**config.mk**
```make
export PLATFORM = sky130hd
export DESIGN_NAME = fifo_read_ctrl
export DESIGN_NICKNAME = d
export VERILOG_FILES = /design/src/rtl/fifo_rd_pkg.sv /design/src/rtl/fifo_rd_buf.sv /design/src/rtl/fifo_read_ctrl.sv
export SDC_FILE = /design/constraint.sdc
export NUM_CORES = 1
export LEC_CHECK = 0
export CAP_MARGIN = 20
export CELL_PAD_IN_SITES_DETAIL_PLACEMENT = 1
export CELL_PAD_IN_SITES_GLOBAL_PLACEMENT = 2
export CORE_MARGIN = 10
export CORE_UTILIZATION = 46
export CTS_BUF_LIST = sky130_fd_sc_hd__clkbuf_4
export CTS_CLUSTER_DIAMETER = 40
export CTS_CLUSTER_SIZE = 24
export DETAILED_ROUTE_END_ITERATION = 10
export DONT_BUFFER_PORTS = 1
export MAX_ROUTING_LAYER = met4
export PLACE_DENSITY = 0.82
export SYNTH_ARGS = -nofsm -noshare
export SYNTH_HDL_FRONTEND = slang
export SYNTH_SLANG_ARGS = --single-unit
```
**constraint.sdc**
```tcl
create_clock -name rd_clk -period 2.5 [get_ports rd_clk]
set_input_delay 0.375 -clock rd_clk [delete_from_list [all_inputs] [get_ports rd_clk]]
set_output_delay 0.375 -clock rd_clk [all_outputs]
set_load 0.02 [all_outputs]
```
**src/rtl/fifo_rd_pkg.sv**
```systemverilog
// fifo_rd_pkg: state encoding and delivered-word counter width shared by the FIFO read controller
package fifo_rd_pkg;
    typedef enum logic [1:0] {IDLE = 2'd0, STREAM = 2'd1, HOLD = 2'd2} state_t;
    localparam int RD_COUNT_W = 16;
endpackage

```
**src/rtl/fifo_rd_buf.sv**
```systemverilog
// fifo_rd_buf: circular output buffer with push/pop and an occupancy count
module fifo_rd_buf #(
    parameter int DATA_WIDTH = 12,
    parameter int DEPTH = 4,
    localparam int AW = $clog2(DEPTH)
) (
    input  logic                  clk,
    input  logic                  rst_n,
    input  logic                  push,
    input  logic [DATA_WIDTH-1:0] push_data,
    input  logic                  pop,
    output logic [DATA_WIDTH-1:0] out_data,
    output logic [AW:0]           count
);
    logic [DATA_WIDTH-1:0] mem_q [DEPTH];
    logic [DATA_WIDTH-1:0] mem_d [DEPTH];
    logic [AW-1:0] wr_ptr_q, wr_ptr_d, rd_ptr_q, rd_ptr_d;
    logic [AW:0] count_q, count_d;
    always_comb begin
        mem_d = mem_q;
        mem_d[wr_ptr_q] = push ? push_data : mem_q[wr_ptr_q];
        wr_ptr_d = wr_ptr_q + AW'(push);
        rd_ptr_d = rd_ptr_q + AW'(pop);
        count_d = count_q + (AW+1)'(push) - (AW+1)'(pop);
    end
    always_ff @(posedge clk or negedge rst_n) begin
        if (!rst_n) begin
            mem_q <= '{default: '0};
            wr_ptr_q <= '0;
            rd_ptr_q <= '0;
            count_q <= '0;
        end else begin
            mem_q <= mem_d;
            wr_ptr_q <= wr_ptr_d;
            rd_ptr_q <= rd_ptr_d;
            count_q <= count_d;
        end
    end
    assign out_data = mem_q[rd_ptr_q];
    assign count = count_q;
endmodule

```
**src/rtl/fifo_read_ctrl.sv**
```systemverilog
// fifo_read_ctrl: issues FIFO reads only when the local buffer can absorb every in-flight word
module fifo_read_ctrl
    import fifo_rd_pkg::*;
#(
    parameter int DATA_WIDTH = 12,
    parameter int BUF_DEPTH = 4,
    parameter int RD_LATENCY = 1
) (
    input  logic                  rd_clk,
    input  logic                  rd_rst_n,
    input  logic                  fifo_enable,
    input  logic                  fifo_empty,
    input  logic                  fifo_almost_empty,
    output logic                  rd_en,
    input  logic [DATA_WIDTH-1:0] rd_data,
    output logic                  out_valid,
    input  logic                  out_ready,
    output logic [DATA_WIDTH-1:0] out_data,
    output logic [RD_COUNT_W-1:0] rd_count,
    output logic [1:0]            state_o
);
    localparam int CW = $clog2(BUF_DEPTH) + 1;
    state_t state_q, state_d;
    logic [RD_LATENCY-1:0] vld_q, vld_d;
    logic [RD_COUNT_W-1:0] rd_count_q, rd_count_d;
    logic [CW-1:0] buf_count, inflight;
    logic space, pop, capture;
    always_comb begin
        inflight = '0;
        for (int i = 0; i < RD_LATENCY; i++) inflight = inflight + CW'(vld_q[i]);
        space = ({1'b0, buf_count} + {1'b0, inflight}) < (CW+1)'(BUF_DEPTH);
        rd_en = (state_q == STREAM) && fifo_enable && !fifo_empty && space;
        vld_d = RD_LATENCY'({vld_q, rd_en});
        capture = vld_q[RD_LATENCY-1];
        out_valid = buf_count != '0;
        pop = out_valid && out_ready;
        rd_count_d = rd_count_q + RD_COUNT_W'(pop);
        state_d = state_q == IDLE   ? ((fifo_enable && !fifo_almost_empty) ? STREAM : IDLE)
                : state_q == STREAM ? ((!fifo_enable || fifo_empty) ? IDLE : (!space ? HOLD : STREAM))
                :                     (!fifo_enable ? IDLE : (space ? STREAM : HOLD));
    end
    always_ff @(posedge rd_clk or negedge rd_rst_n) begin
        if (!rd_rst_n) begin
            state_q <= IDLE;
            vld_q <= '0;
            rd_count_q <= '0;
        end else begin
            state_q <= state_d;
            vld_q <= vld_d;
            rd_count_q <= rd_count_d;
        end
    end
    fifo_rd_buf #(.DATA_WIDTH(DATA_WIDTH), .DEPTH(BUF_DEPTH)) u_buf (
        .clk(rd_clk),
        .rst_n(rd_rst_n),
        .push(capture),
        .push_data(rd_data),
        .pop(pop),
        .out_data(out_data),
        .count(buf_count)
    );
    assign rd_count = rd_count_q;
    assign state_o = state_q;
endmodule

```
# Word level (Yosys, flattened, before mapping)
# Cells that the tools add are included.
[classes]
n_addsub = 6
multipliers = 0
div_mod_pow = 0
magnitude_cmp = 4
n_eq_ne = 1
shift = 0
mux = 16
bitwise = 2
reduce_logical = 12
[ops]
columns = ["op", "count"]
rows = [
  ["$mux 12", 6],
  ["$bmux 12 s2", 2],
  ["$bwmux 48", 1],
  ["$demux 12 s2", 1],
  ["$add 16x1->16", 1],
  ["$mux 2", 5],
  ["$ge 3x3->1 const B", 2],
  ["$logic_and 1x1->1", 6],
  ["$not 2->3", 2],
  ["$add 2x1->2", 2],
  ["$add 3x1->4", 1],
  ["$lt 4x3->1 const B", 1],
  ["$add 3x1->3", 1],
  ["$logic_not 1->1", 3],
  ["$lt 3x1->1 const B", 1],
  ["$reduce_bool 3->1", 1],
  ["$sub 3x1->3", 1],
  ["$eq 2x1->1 const B", 1],
  ["$logic_not 2->1", 1],
  ["$logic_or 1x1->1", 1],
  ["$mux 1", 1],
]
[totals]
register_bits = 74
latch_bits = 0
ram_bits = 0
mem_bits_ro = 0
inputBits = 18
elab_cells = 51
mem_count = 0

# Depth between registers and ports, before layout
[depth]
ltp_word = 6
mapped_depth = 7

# Modules after synthesis
# Synthesis repeated with hierarchy kept, for this count alone.
[hier_totals]
cells_unflattened = 201
hier_area_um2 = 3186.8
[by_module_without_submodules]
columns = ["module", "n_inst", "cells_per_inst", "area_per_inst_um2", "seq_area_each_um2"]
rows = [
  ["fifo_rd_buf", 1, 138, 2382.3, 1376.3],
  ["fifo_read_ctrl", 1, 63, 804.5, 475.5],
]

# Least setup slack after synthesis
# Ideal clock, no wire load.
[synth_path]
kind = "register -> register"
start = "register u_buf.count_q[0] (netlist: u_buf.count[0])"
end = "register u_buf.count_q[2] (netlist: u_buf.count[2])"
setup_time_ns = 0.123
arrival_time_ns = 2.067
t_required_ns = 2.377
path_slack_ns = 0.310
path_stages_with_launch = 8
n_path_buf = 0
synth_period_minus_slack_ns = 2.190
cell_sequence = "dfrtp_1 -> or3_1 -> and2_1 -> ha_1 -> inv_1 -> ha_1 -> fa_1 -> xnor2_1"
[synth_via]
elab_chain_cells = 3
elab_cells_between_ends = 4
classes_between = "add/sub (2); reduce/logical (2)"
[synth_lines]
columns = ["item", "line_no", "source"]
rows = [
  ["start, declared", "fifo_rd_buf.sv:18", "logic [AW:0] count_q, count_d;"],
  ["start signal, assigned", "fifo_rd_buf.sv:36", "count_q <= count_d;"],
  ["$reduce_bool 3->1", "fifo_read_ctrl.sv:35", "out_valid = buf_count != '0;"],
  ["named net out_valid", "fifo_read_ctrl.sv:16", "output logic out_valid,"],
  ["$logic_and 1x1->1", "fifo_read_ctrl.sv:36", "pop = out_valid && out_ready;"],
  ["$sub 3x1->3", "fifo_rd_buf.sv:24", "count_d = count_q + (AW+1)'(push) - (AW+1)'(pop);"],
  ["named net u_buf.count_d[2]", "fifo_rd_buf.sv:18", ""],
]
# The timed path passes the listed nets, and every way through them passes these cells.

# Worst setup path after layout
[layout_path]
start = "register u_buf.count_q[0] (netlist: u_buf.count[0])"
end = "register u_buf.count_q[2] (netlist: u_buf.count[2])"
[layout_via]
elab_chain_cells = 3
elab_cells_between_ends = 4
classes_between = "add/sub (2); reduce/logical (2)"
[layout_lines]
columns = ["item", "line_no"]
rows = [
  ["branches (longest 2 deep; another with $add 3x1->3)", "n/a"],
  ["$sub 3x1->3 *", "fifo_rd_buf.sv:24"],
  ["named net u_buf.count_d[2]", "fifo_rd_buf.sv:18"],
]
# Mark *: on every way through the listed nets, which the timed path passes.

==> flow_summary.yaml <==
global_route:
  first_global_vias: 2082
  grt_max_degree: 75
  grtUsageTotal_pct: 12.77
  antenna_found_initial: 0
  grt_pass1_wl_mm: 10.70
  grt_overflow: 0
critical_path:
  crit_required_ns: 2.82
  path_max_fanout: 4
  cp-end-kind: "register"
  cp-start-kind: "register"
  reg2reg_slack_ns: 0.32
  arrival_ns: 2.50
  crit_type: "reg -> reg"
clock_tree:
  cts_inserted_buffers: 9
  clkTransAtPathRegs_ns: 0.12
  htree_levels: 3
  cts_resized: 0
  postCtsSetupRepairBufs: 0
  holdBufCountCts: 2
  cts.sinks: 74
  clockBufferDepth: 2
  root_buffer: "clkbuf_4"
  cts_tree: "yes"
  clk_latency_ns: 0.42
logic_synthesis:
  synth_nets: 238
  syn_area_um2: 3221
  ys_ff_latch: 74
  ys_warn_count: 0
  synth_cell_types: 27
  synthCells: 211
  ys_seq_area_share_pct: 57.50
  synth.avg_cell_area_um2: 15.26
outcome:
  outcome: "finished clean"
cells_and_area:
  drive_above_1_share_pct: 37.00
  area_delta_synth_final_pct: 8.197
  final_cells: 323
  final_area_um2: 3485
  fillers: 668
  nets: 249
  diodes: 0
timing:
  fin_crit_sh_pct: 87.23
  slew_violations: 0
  slew_headroom_pct: 49.91
  tns_ns: 0
  rsz0062_at_grt: "no"
  min_period_ns: 2.181
  final-hold-violation-count: 0
  setup_ws_ns: 0.3192
  max_freq_ghz: 0.4586
  setup_viol: 0
  worst_slew_pin_slew_ns: 0.7491
  skew_ns: 0.005818
power:
  p_per_area_nw_per_um2: 1121
  clkPwrFrac_pct: 16.0
  power_frac_seq_pct: 51.6
  switching_share_pct: 37.23
  comb_power_share_pct: 32.4
  ir_drop_mv: 0.4927
  p_sw_mw: 1.454
  power.internal_mw: 2.452
  p_leak_nw: 1.516
detailed_routing:
  dr.first_iter.drc_count: 14
  drt.antenna.violating_nets: 0
  wirelength_mm: 6.596
  vias: 1785
  drtPass1Iterations: 2
  drc: 0
  avgRoutedWirePerCell_um: 20.42
  post_drt_via_cell_ratio: 5.526
floorplan:
  dieArea_um2: 10750
  rows: 30
  initial_utilization_pct: 47.40
  core_um2: 6794
  die_h_um: 103.7
  ios: 50
  die_w_um: 103.7
worst_hold_path:
  holdCritPathClass: "in -> reg"
place:
  gp_congestion: 0.7407
  dp_slack_ns: 0.3209
  portBuffers: 0
  place_hpwl_mm: 4.689
  dp.cells: 305
  post_dp_cell_area_um2: 3333
flow_run:
  cap_violations: 0
## worst max-delay path, stage by stage (launching register included)
cell	delay (ns)
dfrtp_1	0.43
or3_1	0.41
and2_1	0.22
ha_1	0.29
inv_1	0.04
ha_1	0.18
fa_1	0.38
xnor2_1	0.13
## area by class of cell
cell class              count  area [um2]  share of cell area [%]
clock buffers               9       67.56                   1.939
clock inverters             7       46.29                   1.329
inverters                   6       22.52                  0.6463
multi-input cells         125        1309                   37.56
flip-flops and latches     74        1852                   53.14
well taps                  96       120.1                   3.447
repair buffers              6       67.56                   1.939
## routing by layer
layer	vias up	part of all wire, %	GRT usage [%]
met5	-	0	-
met4	0	1.6	5.368
met3	8	6.0	4.151
met2	39	54	22.30
met1	951	39	12.85
li1	787	-	-
## worst paths after layout
path	startpoint	to	cells past startpoint
worst max-delay path	u_buf.count[0]	u_buf.count[2]	7
max in group asynchronous	rd_rst_n	u_buf.mem_q[36]	2
worst min-delay path	rd_data[8]	u_buf.mem_q[32]	1
worst max register to register	u_buf.count[0]	u_buf.count[2]	7
worst min register to register	u_buf.mem_q[39]	u_buf.mem_q[39]	1
min in group asynchronous	rd_rst_n	u_buf.mem_q[32]	2
## state kept, by name (all words and copies together) (netlist names)
name and cells:
capture 1, rd_count 16, state_o 2, u_buf.count 3, u_buf.mem_q 48, u_buf.rd_ptr_q 2
u_buf.wr_ptr_q 2
## synthesized netlist by cell type
cell | instances | area (um2)
a211oi_1 | 1 | 7.510
a21oi_1 | 2 | 10.01
and2_1 | 1 | 6.260
and3_1 | 2 | 12.51
and4_4 | 1 | 11.26
buf_2 | 3 | 15.01
buf_4 | 3 | 22.52
dfrtp_1 | 74 | 1852
fa_1 | 1 | 20.02
ha_1 | 8 | 100.1
inv_1 | 6 | 22.52
mux2_2 | 48 | 540.5
mux4_2 | 12 | 270.3
nand2_1 | 4 | 15.01
nand3_1 | 9 | 45.04
nand3b_1 | 2 | 15.01
nand4_1 | 4 | 25.02
nor2_1 | 3 | 11.26
nor2b_1 | 1 | 6.260
nor3_1 | 2 | 10.01
nor3b_2 | 1 | 12.51
nor4bb_1 | 1 | 10.01
o21ai_0 | 3 | 15.01
or3_1 | 1 | 6.260
or4b_2 | 1 | 10.01
xnor2_1 | 10 | 87.58
xor2_1 | 7 | 61.31
## through the flow
step           hold slack, ns  total power [mW]  utilization (%)
6_report              0.09400             3.907            51.29
5_1_grt               0.07572             4.178            51.29
4_1_cts               0.07928             3.975            51.29
3_5_place_dp          0.08211             3.328            49.06
3_3_place_gp          0.08290             3.210            49.06
2_1_floorplan         0.07941             3.010                -
## power by group through the flow
stage / Combinational, mW / Clock [mW] / Sequential [mW]
4_1_cts: 1.31 / 0.645 / 2.02
3_3_place_gp: 1.21 / 0 / 2.00
5_1_grt: 1.39 / 0.698 / 2.09
6_report: 1.26 / 0.626 / 2.02
3_5_place_dp: 1.28 / 0 / 2.05
2_1_floorplan: 1.11 / 0 / 1.90
## cells in the final DEF (no fill, tap or decap), types with 3 or more instances in the layout
cell type    n
mux4_2      12
inv_1        6
clkinvlp_4   3
buf_4        4
clkinv_2     3
dfrtp_1     74
mux2_2      48
xnor2_1     10
nand2_1      4
nand4_1      4
nor2_1       3
clkbuf_4     9
xor2_1       7
o21ai_0      3
nand3_1      9
ha_1         8
## cell families after synthesis
group	after synthesis	synth area share (%)
AOI/OAI and AO/OA	6	1.010
xor gates and xnor gates	17	4.623
adders and majority gates	9	3.730
buffers and inverters	12	1.865
DFF	74	57.50
muxes	60	25.17
and+or+nand+nor	33	6.099
No activity file was read; power rests on OpenSTA's default activity.
